==> config.mk <==
export PLATFORM = sky130hd
export DESIGN_NAME = pipeline_arbiter
export DESIGN_NICKNAME = d
export VERILOG_FILES = /design/src/rtl/pipeline_arbiter.sv
export SDC_FILE = /design/constraint.sdc
export NUM_CORES = 1
export LEC_CHECK = 0
export ABC_AREA = 1
export CAP_MARGIN = 20
export CORE_MARGIN = 2
export CORE_UTILIZATION = 40
export DETAILED_ROUTE_END_ITERATION = 6
export MAX_ROUTING_LAYER = met4
export PLACE_DENSITY = 0.92
export SLEW_MARGIN = 0
export SYNTH_ARGS = -nofsm -noshare
export SYNTH_HDL_FRONTEND = slang
export SYNTH_SLANG_ARGS = --single-unit
==> constraint.sdc <==
create_clock -name clk -period 4.86 [get_ports clk]
set_clock_uncertainty 0.2 [all_clocks]
set_input_delay 0.972 -clock clk [delete_from_list [all_inputs] [get_ports clk]]
set_output_delay 0.972 -clock clk [all_outputs]
set_load 0.05 [all_outputs]
==> src/rtl/pipeline_arbiter.sv <==
// pipeline_arbiter: round-robin arbiter feeding one shared fixed-latency pipeline,
// tracking a tag per stage so each result returns to the requester that issued it.
module pipeline_arbiter #(
    parameter int N_REQ = 4,
    parameter int INP_WIDTH = 2,
    parameter int OUT_WIDTH = 4,
    parameter int LATENCY = 3,
    localparam int IDW = (N_REQ > 1) ? $clog2(N_REQ) : 1,
    localparam int CW = $clog2(LATENCY + 1)
) (
    input  logic                       clk,
    input  logic                       rst,
    input  logic [N_REQ-1:0]           req_valid,
    output logic [N_REQ-1:0]           req_ready,
    input  logic [N_REQ*INP_WIDTH-1:0] req_a,
    input  logic [N_REQ*INP_WIDTH-1:0] req_b,
    input  logic [N_REQ*INP_WIDTH-1:0] req_c,
    output logic [INP_WIDTH-1:0]       pipe_a,
    output logic [INP_WIDTH-1:0]       pipe_b,
    output logic [INP_WIDTH-1:0]       pipe_c,
    output logic                       pipe_stall,
    input  logic [OUT_WIDTH-1:0]       pipe_x,
    output logic                       resp_valid,
    output logic [IDW-1:0]             resp_id,
    output logic [OUT_WIDTH-1:0]       resp_data,
    input  logic                       resp_ready,
    input  logic                       hold,
    output logic [CW-1:0]              in_flight
);

    logic [LATENCY-1:0] vld;
    logic [IDW-1:0]     id [LATENCY];
    logic [IDW-1:0]     rr_ptr;
    logic [IDW-1:0]     next_ptr;
    logic [IDW-1:0]     cand;
    logic               grant_any;
    logic [IDW-1:0]     grant_idx;

    assign resp_valid = vld[LATENCY-1];
    assign resp_id    = id[LATENCY-1];
    assign resp_data  = pipe_x;
    assign pipe_stall = vld[LATENCY-1] & ~resp_ready;

    // First pending requester at or after rr_ptr, wrapping past N_REQ-1
    always_comb begin
        grant_any = 1'b0;
        grant_idx = '0;
        cand      = '0;
        if (!rst && !pipe_stall && !hold) begin
            for (int k = 0; k < N_REQ; k++) begin
                cand = IDW'((int'(rr_ptr) + k) % N_REQ);
                if (!grant_any && req_valid[cand]) begin
                    grant_any = 1'b1;
                    grant_idx = cand;
                end
            end
        end
    end

    always_comb begin
        req_ready = '0;
        pipe_a    = '0;
        pipe_b    = '0;
        pipe_c    = '0;
        if (grant_any) begin
            for (int i = 0; i < N_REQ; i++) begin
                if (grant_idx == IDW'(i)) begin
                    req_ready[i] = 1'b1;
                    pipe_a = req_a[i*INP_WIDTH +: INP_WIDTH];
                    pipe_b = req_b[i*INP_WIDTH +: INP_WIDTH];
                    pipe_c = req_c[i*INP_WIDTH +: INP_WIDTH];
                end
            end
        end
    end

    always_comb begin
        in_flight = '0;
        for (int k = 0; k < LATENCY; k++) begin
            in_flight = in_flight + CW'(vld[k]);
        end
    end

    assign next_ptr = (grant_idx == IDW'(N_REQ - 1)) ? '0 : grant_idx + 1'b1;

    // Tags advance in lockstep with the external pipeline registers
    always_ff @(posedge clk or posedge rst) begin
        if (rst) begin
            vld    <= '0;
            rr_ptr <= '0;
            for (int k = 0; k < LATENCY; k++) begin
                id[k] <= '0;
            end
        end else begin
            if (!pipe_stall) begin
                vld[0] <= grant_any;
                id[0]  <= grant_idx;
                for (int k = 1; k < LATENCY; k++) begin
                    vld[k] <= vld[k-1];
                    id[k]  <= id[k-1];
                end
            end
            if (grant_any) begin
                rr_ptr <= next_ptr;
            end
        end
    end

endmodule

; Word-level counts from Yosys, hierarchy flattened
; Index checks and enable logic that the tools add are counted.
[classes]
addsub = 6
order_cmp = 4
n_eq_ne = 3
n_mux = 42
bitwise_logic = 2
reduce_logical = 12
[op_table]
columns = operator, n
row1 = $mux W2, 21
row2 = $mux W1, 16
row3 = $lt A2 B3 Y1 const B, 4
row4 = $bmux W1 S2, 4
row5 = $logic_not A1 Y1, 6
row6 = $logic_and A1 B1 Y1, 5
row7 = $add A2 B1 Y2 const B, 2
row8 = $add A2 B2 Y2 const B, 2
row9 = $eq A2 B2 Y1 const B, 2
row10 = $mux W4, 1
row11 = $add A1 B1 Y2, 1
row12 = $add A2 B1 Y2, 1
row13 = $eq A2 B1 Y1 const B, 1
row14 = $logic_not A2 Y1, 1
row15 = $and A1 B1 Y1, 1
row16 = $not A1 Y1, 1
[totals]
ff_bits = 11
in_bits = 36
output_inout_bits = 20
wordCells = 74

; Logic depth before layout (Yosys ltp)
; Gate-level depths: netlist of run 1.
[logic_depth]
word_depth = 24
ltp_mapped = 20
mapped_depth_nobuf = 20

; Least setup slack after synthesis of run 1
; OpenSTA, ideal clock, no wires.
[synth_timing]
path_kind = input to output
from = input req_valid[3]
to = output pipe_c[0]
arrival_time_ps = 3146
required_time_ps = 3688
path_slack_ps = 542
path_stages = 17
n_path_buf = 1
cell_sequence = inv_1 -> nand2_1 -> nand3_1 -> nand2_2 -> nor2_4 -> nand3_1 -> nand2_1 -> inv_1 -> nand2_1 -> inv_1 -> ha_1 -> inv_1 -> clkbuf_1 -> o21ai_0 -> nand2_1 -> o21ai_0 -> nor2_1
[synth_via]
elab_chain_cells = 22
word_cells_on_any_way = 36
cone_classes = eq/ne: 3 / mux: 26 / reduce/logical: 7
[synth_rtl]
columns = element, line
row1 = from (decl), 13  ; input logic [N_REQ-1:0] req_valid,
row2 = $bmux W1 S2, 52  ; if (!grant_any && req_valid[cand]) begin
row3 = $mux W1 (not written as such), 52
row4 = $mux W1, 52
row5 = $mux W1, 49  ; if (!rst && !pipe_stall && !hold) begin
row6 = $logic_not A1 Y1, 52
row7 = $logic_and A1 B1 Y1, 52
row8 = $mux W1, 52
row9 = $mux W1, 49
row10 = [... 5 more ...], -
row11 = $logic_and A1 B1 Y1, 52
row12 = $mux W2 (*), 52
row13 = $mux W2 (*), 49
row14 = named net grant_idx[1], 37  ; logic [IDW-1:0] grant_idx;
row15 = $logic_not A2 Y1, 67  ; if (grant_idx == IDW'(i)) begin
row16 = $mux W2 (3 in series), 67
row17 = $mux W2 (*), 67
row18 = $mux W2 (*), 65  ; if (grant_any) begin
row19 = to (decl), 20  ; output logic [INP_WIDTH-1:0] pipe_c,
; Mark *: on every way through the listed nets, which the timed path passes. The rest lies on a longest branch. The select of a mux whose other input is x is not followed.

; Final worst setup path of run 1
; Same ends and word-level chain as after synthesis.

==> results_dict.tcl, run 1 <==
set metrics [dict create \
    status "completed" \
    cts_resized 0 \
    place.gp.congestion 0.8897 \
    post_cts_buffers 0 \
    dp_hpwl_um 2182 \
    synth_cell_type_count 24 \
    dr.pass1.iters 4 \
    nNetsFinal 259 \
    areaGrowthSynthToFinish_pct 54.64 \
    setup_violations 0 \
    die_area_um2 3128 \
    synthesis.nets 213 \
    min_period_over_period_pct 94.05 \
    rsz0062_at_grt "false" \
    layoutNonFillerInstCount 247 \
    regToRegSetupSlack_ns 2.68 \
    grt_pass1_vias 1095 \
    synth_area_leader_cell "dfrtp_1" \
    drt-total-wl_um 2789 \
    p_switching_uw 497.2 \
    clock_latency_ns 0.27 \
    overflow 0 \
    dieWidth_um 55.93 \
    end_kind "primary output" \
    final_common_cell "nand2_1" \
    slew_viol_final 0 \
    syn_area_per_cell_um2 6.271 \
    cts.sinks 11 \
    drtIter0Drc 52 \
    grt_max_degree 14 \
    placed_area_um2 1642 \
    h-tree-depth 1 \
    ys_ff_latch 11 \
    pwr-share-comb_pct 75.2 \
    max_slew_margin_pct 66.46 \
    clkTransAtPathRegs_ns 0.07 \
    drtAntennaViolNets 0 \
    timing.final.hold_violations 0 \
    drc_errors 0 \
    drive_gt1_share_pct 14.75 \
    p_clk_share_pct 6.9 \
    yosysWarnings 0 \
    vias_per_cell 4.943 \
    hp-start "resp_id[1]" \
    power_frac_seq_pct 17.9 \
    start_kind "input port" \
    die_h_um 55.93 \
    ios 56 \
    syn_inst 172 \
    cts_tree "done" \
    switching_share_pct 54.14 \
    cp.arrival_ns 3.40 \
    synth.area.top_cells "dfrtp_1 26%, nand2_1 22%, nand3_1 8.4%" \
    grt_use_total_pct 18.48 \
    n_fill_cell 215 \
    port_buffers 47 \
    layout_common_cells "63 x nand2_1, 37 x clkdlybuf4s50_1, 21 x inv_1" \
    drv_cap 0 \
    r2r_start "rr_ptr[0]" \
    p_per_area_nw_per_um2 550.6 \
    numCtsBuffers 3 \
    power.internal_uw 421.1 \
    ir_drop_mv 0.4123 \
    ys_seq_area_share_pct 25.52 \
    core-area_um2 2522 \
    timing.rr.end "rr_ptr[1]" \
    synth_top_area_share_pct 25.52 \
    clk_path_buf_depth 2 \
    leakagePower_nw 0.8429 \
    n_antenna_cell 0 \
    hold_class "register to register" \
    postCtsHoldBufs 0 \
    final_design_area_no_fill_um2 1668 \
    post_drt_wl_per_cell_um 11.29 \
    dp.cells 243 \
    path_class "input port to primary output" \
    worstPathRequired_ns 3.69 \
    holdPathStages 2 \
    rr_worst_depth 12 \
    rows 18 \
    crit_fanout 7 \
    antenna_found_initial 0 \
    syn_area_um2 1079 \
    worst_pin_slew_ns 0.5016 \
    start_util_pct 42.76 \
    grt_pass1_wl_um 4574 \
    finalCriticalPeriod_ns 4.571 \
    via_count 1221 \
    timing.fmax_mhz 218.8 \
    clockRootBuffer "clkbuf_4" \
    fin_setup_tns_ns 0 \
    holdPathEnd "resp_id[1]" \
]
registers in the layout, summed over array words and instances (netlist names):
signal,count
id,4
vld,3
resp_id,2
rr_ptr,2
layout make-up:
class                           instances  area [um^2]  share of cell area [%]
Multi-Input combinational cell        126        634.4                   38.03
Sequential cell                        11        275.3                   16.50
Clock buffer                            4        26.28                   1.575
Inverter                               25        93.84                   5.626
Timing Repair Buffer                   51        600.6                   36.01
Tap cell                               30        37.54                   2.251
synth_stat cells:
| master | n |
|---|---|
| a21oi_1 | 3 |
| a21oi_2 | 3 |
| buf_4 | 6 |
| buf_6 | 2 |
| clkbuf_1 | 2 |
| clkinv_1 | 1 |
| dfrtp_1 | 11 |
| fa_1 | 1 |
| ha_1 | 4 |
| inv_1 | 21 |
| inv_2 | 3 |
| nand2_1 | 63 |
| nand2_2 | 4 |
| nand2_4 | 1 |
| nand3_1 | 18 |
| nand3_2 | 1 |
| nor2_1 | 9 |
| nor2_4 | 1 |
| nor3_1 | 1 |
| o211ai_1 | 4 |
| o21ai_0 | 10 |
| o21ai_1 | 1 |
| o21ai_2 | 1 |
| or2_2 | 1 |
worst max-delay path, stage by stage:
cell and delay [ns]:
clkdlybuf4s50_1 0.42, inv_1 0.08, nand2_1 0.06, nand3_1 0.13, nand2_2 0.09, nor2_4 0.14, nand3_2 0.10, nand2_4 0.07
inv_2 0.04, nand2_2 0.09, inv_1 0.07, ha_1 0.21, inv_1 0.17, nand3_1 0.09, nand2_1 0.07, o21ai_0 0.07
nand2_1 0.06, o21ai_0 0.08, nor2_1 0.21, buf_12 0.17
per-stage QoR:
step | hold slack (ns) | power (mW) | worst slack [ns] | util [%]
5_1_grt | 0.3427 | 0.9946 | 0.004767 | 66.12
3_3_place_gp | 0.2734 | 0.8422 | 0.3589 | 65.08
2_1_floorplan | 0.2495 | 0.6791 | 0.5421 | -
6_report | 0.2954 | 0.9183 | 0.2891 | 66.12
3_5_place_dp | 0.2789 | 0.8571 | 0.2767 | 65.08
4_1_cts | 0.2955 | 0.9220 | 0.2680 | 66.12
worst max path at each step:
| stage | startpoint | end | slack, ns | depth (start not counted) |
|---|---|---|---|---|
| after floorplan | req_valid[3] | pipe_c[0] | 0.54 | 17 |
| after global placement | req_valid[3] | pipe_c[0] | 0.36 | 20 |
| after detailed placement | req_valid[3] | pipe_c[0] | 0.28 | 20 |
| after CTS | req_valid[3] | pipe_c[0] | 0.27 | 20 |
| after global routing | req_valid[2] | pipe_c[0] | 0.005 | 21 |
| final | req_valid[3] | pipe_c[0] | 0.29 | 20 |
logic make-up (layout without fill, tap and decap cells):
logic type | count (synthesis) | in the layout | synth area share, %
adder cells (fa/ha/maj) | 5 | 5 | 6.497
AO/OA/AOI/OAI | 22 | 22 | 12.53
buffers and inverters | 35 | 80 | 15.66
AND/OR/NAND/NOR | 99 | 99 | 39.79
flip-flops | 11 | 11 | 25.52
layer usage:
metal	track usage [%]	up-vias	routed length, um
met1	22.41	537	1226
met5	-	-	0
met4	4.422	0	27
met2	31.12	57	1291
met3	4.419	4	243
li1	-	623	-
power groups by stage:
stage               Sequential (mW)  Clock [mW]  Combinational [mW]
global placement              0.164           0               0.679
finish                        0.164      0.0631               0.691
CTS                           0.164      0.0637               0.694
detailed placement            0.166           0               0.691
global route                  0.170      0.0680               0.757
floorplan                     0.164           0               0.515
No activity file was read; power rests on OpenSTA's default activity.
==> inputs of run 2 (changes only) <==
--- a/config.mk
+++ b/config.mk
@@ -9,9 +9,11 @@
 export CAP_MARGIN = 20
 export CORE_MARGIN = 2
 export CORE_UTILIZATION = 40
+export CTS_CLUSTER_SIZE = 8
 export DETAILED_ROUTE_END_ITERATION = 6
+export HOLD_SLACK_MARGIN = 0.12
 export MAX_ROUTING_LAYER = met4
-export PLACE_DENSITY = 0.92
+export PLACE_DENSITY = 0.79
 export SLEW_MARGIN = 0
 export SYNTH_ARGS = -nofsm -noshare
 export SYNTH_HDL_FRONTEND = slang
==> results_dict.tcl, run 2 (same netlist as run 1, synthesis figures left out) <==
set metrics [dict create \
    vias_per_cell 4.798 \
    grt_max_degree 14 \
    areaGrowthSynthToFinish_pct 54.64 \
    rows 18 \
    grt_use_total_pct 18.31 \
    fin_setup_tns_ns 0 \
    die_area_um2 3128 \
    h-tree-depth 1 \
    place.gp.congestion 0.9334 \
    nNetsFinal 259 \
    worstPathRequired_ns 3.69 \
    crit_fanout 7 \
    max_slew_margin_pct 66.81 \
    post_drt_wl_per_cell_um 11.05 \
    cp.arrival_ns 3.36 \
    die_h_um 55.93 \
    cts.sinks 11 \
    largest_reg_flops 4 \
    cts_tree "done" \
    overflow 0 \
    regMostFlops "id" \
    dr.pass1.iters 4 \
    via_count 1185 \
    cpPeakStageDelay_ns 0.42 \
    timing.final.hold_violations 0 \
    port_buffers 47 \
    clk_path_buf_depth 2 \
    cts_resized 0 \
    leakagePower_nw 0.8429 \
    hold_class "register to register" \
    setup_violations 0 \
    drtIter0Drc 23 \
    hp-start "resp_id[1]" \
    regToRegSetupSlack_ns 2.70 \
    start_util_pct 42.76 \
    slew_viol_final 0 \
    clockRootBuffer "clkbuf_4" \
    p_per_area_nw_per_um2 546.5 \
    drive_gt1_share_pct 14.75 \
    timing.fmax_mhz 220.6 \
    core-area_um2 2522 \
    crit_start "req_valid[3]" \
    drc_errors 0 \
    antenna_found_initial 0 \
    finalCriticalPeriod_ns 4.533 \
    numCtsBuffers 3 \
    dieWidth_um 55.93 \
    n_antenna_cell 0 \
    drv_cap 0 \
    drtAntennaViolNets 0 \
    post_cts_buffers 0 \
    end_kind "primary output" \
    grt_pass1_vias 1082 \
    status "completed" \
    critPathSlowestCell "clkdlybuf4s50_1" \
    worst_pin_slew_ns 0.4963 \
    biggestRegsByFlops "id (4), vld (3)" \
    rsz0062_at_grt "false" \
    clock_latency_ns 0.26 \
    n_fill_cell 219 \
    ir_drop_mv 0.4144 \
    final_common_cell "nand2_1" \
    drt-total-wl_um 2730 \
    path_class "input port to primary output" \
    clkTransAtPathRegs_ns 0.06 \
    start_kind "input port" \
    min_period_over_period_pct 93.28 \
    dp_hpwl_um 2264 \
    r2r_start "rr_ptr[0]" \
    postCtsHoldBufs 0 \
    grt_pass1_wl_um 4574 \
    layout_common_cells "63 x nand2_1, 37 x clkdlybuf4s50_1, 21 x inv_1" \
    ios 56 \
    whs_ns 0.2978 \
    crit_chain "clkdlybuf4s50_1 -> inv_1 -> nand2_1 -> nand3_1 -> nand2_2 -> nor2_4 -> nand3_2 -> nand2_4 -> inv_2 -> nand2_2 -> inv_1 -> ha_1 -> inv_1 -> nand3_1 -> nand2_1 -> o21ai_0 -> nand2_1 -> o21ai_0 -> nor2_1 -> buf_12" \
]
## run 2: cell counts in the layout (fill, tap and decap cells not counted)
No cell type changed its count.
## run 2: routing by layer
layer | global-route usage (%) | part of all wire, % | vias to the layer above
met5 | - | 0 | -
met4 | 4.762 | 0.26 | 0
met3 | 3.488 | 7.3 | 2
met2 | 30.10 | 46 | 48
met1 | 23.27 | 46 | 512
li1 | - | - | 623
## run 2: path summary, 6_finish.rpt
check	end	cells after the start
min in group asynchronous	rr_ptr[0]	2
worst min-delay path	resp_id[1]	2
max in group asynchronous	id[3]	2
worst max register to register	rr_ptr[1]	12
worst min register to register	resp_id[1]	2
worst max-delay path	pipe_c[0]	20
## run 2: critical path: cells and delay by family
family | cells | cell delay (ns)
and+or+nand+nor | 11 | 1.09
buffers and inverters | 6 | 0.92
adders and majority gates | 1 | 0.21
AOI/OAI and AO/OA | 2 | 0.15
## run 2: power breakdown
group	internal (mW)	switching [mW]
Combinational	0.262	0.426
Sequential	0.128	0.0369
Clock	0.0317	0.0279
## run 2: stage by stage
| stage | setup slack [ns] | area [um^2] | cells | util, % | power [mW] |
|---|---|---|---|---|---|
| 2_1_floorplan | 0.5421 | 1079 | 172 | - | 0.6791 |
| 3_3_place_gp | 0.3891 | 1642 | 243 | 65.08 | 0.8405 |
| 3_5_place_dp | 0.3235 | 1642 | 243 | 65.08 | 0.8534 |
| 4_1_cts | 0.3176 | 1668 | 247 | 66.12 | 0.9171 |
| 5_1_grt | 0.04897 | 1668 | 247 | 66.12 | 0.9944 |
| 6_report | 0.3266 | 1668 | 247 | 66.12 | 0.9114 |
## run 2: area by class of cell
| type | count | area (um^2) | area share [%] |
|---|---|---|---|
| timing repair buffer | 51 | 600.6 | 36.01 |
| multi-input combinational | 126 | 634.4 | 38.03 |
| clock buffer | 4 | 26.28 | 1.575 |
| sequential | 11 | 275.3 | 16.50 |
| inverter | 25 | 93.84 | 5.626 |
| tap | 30 | 37.54 | 2.251 |
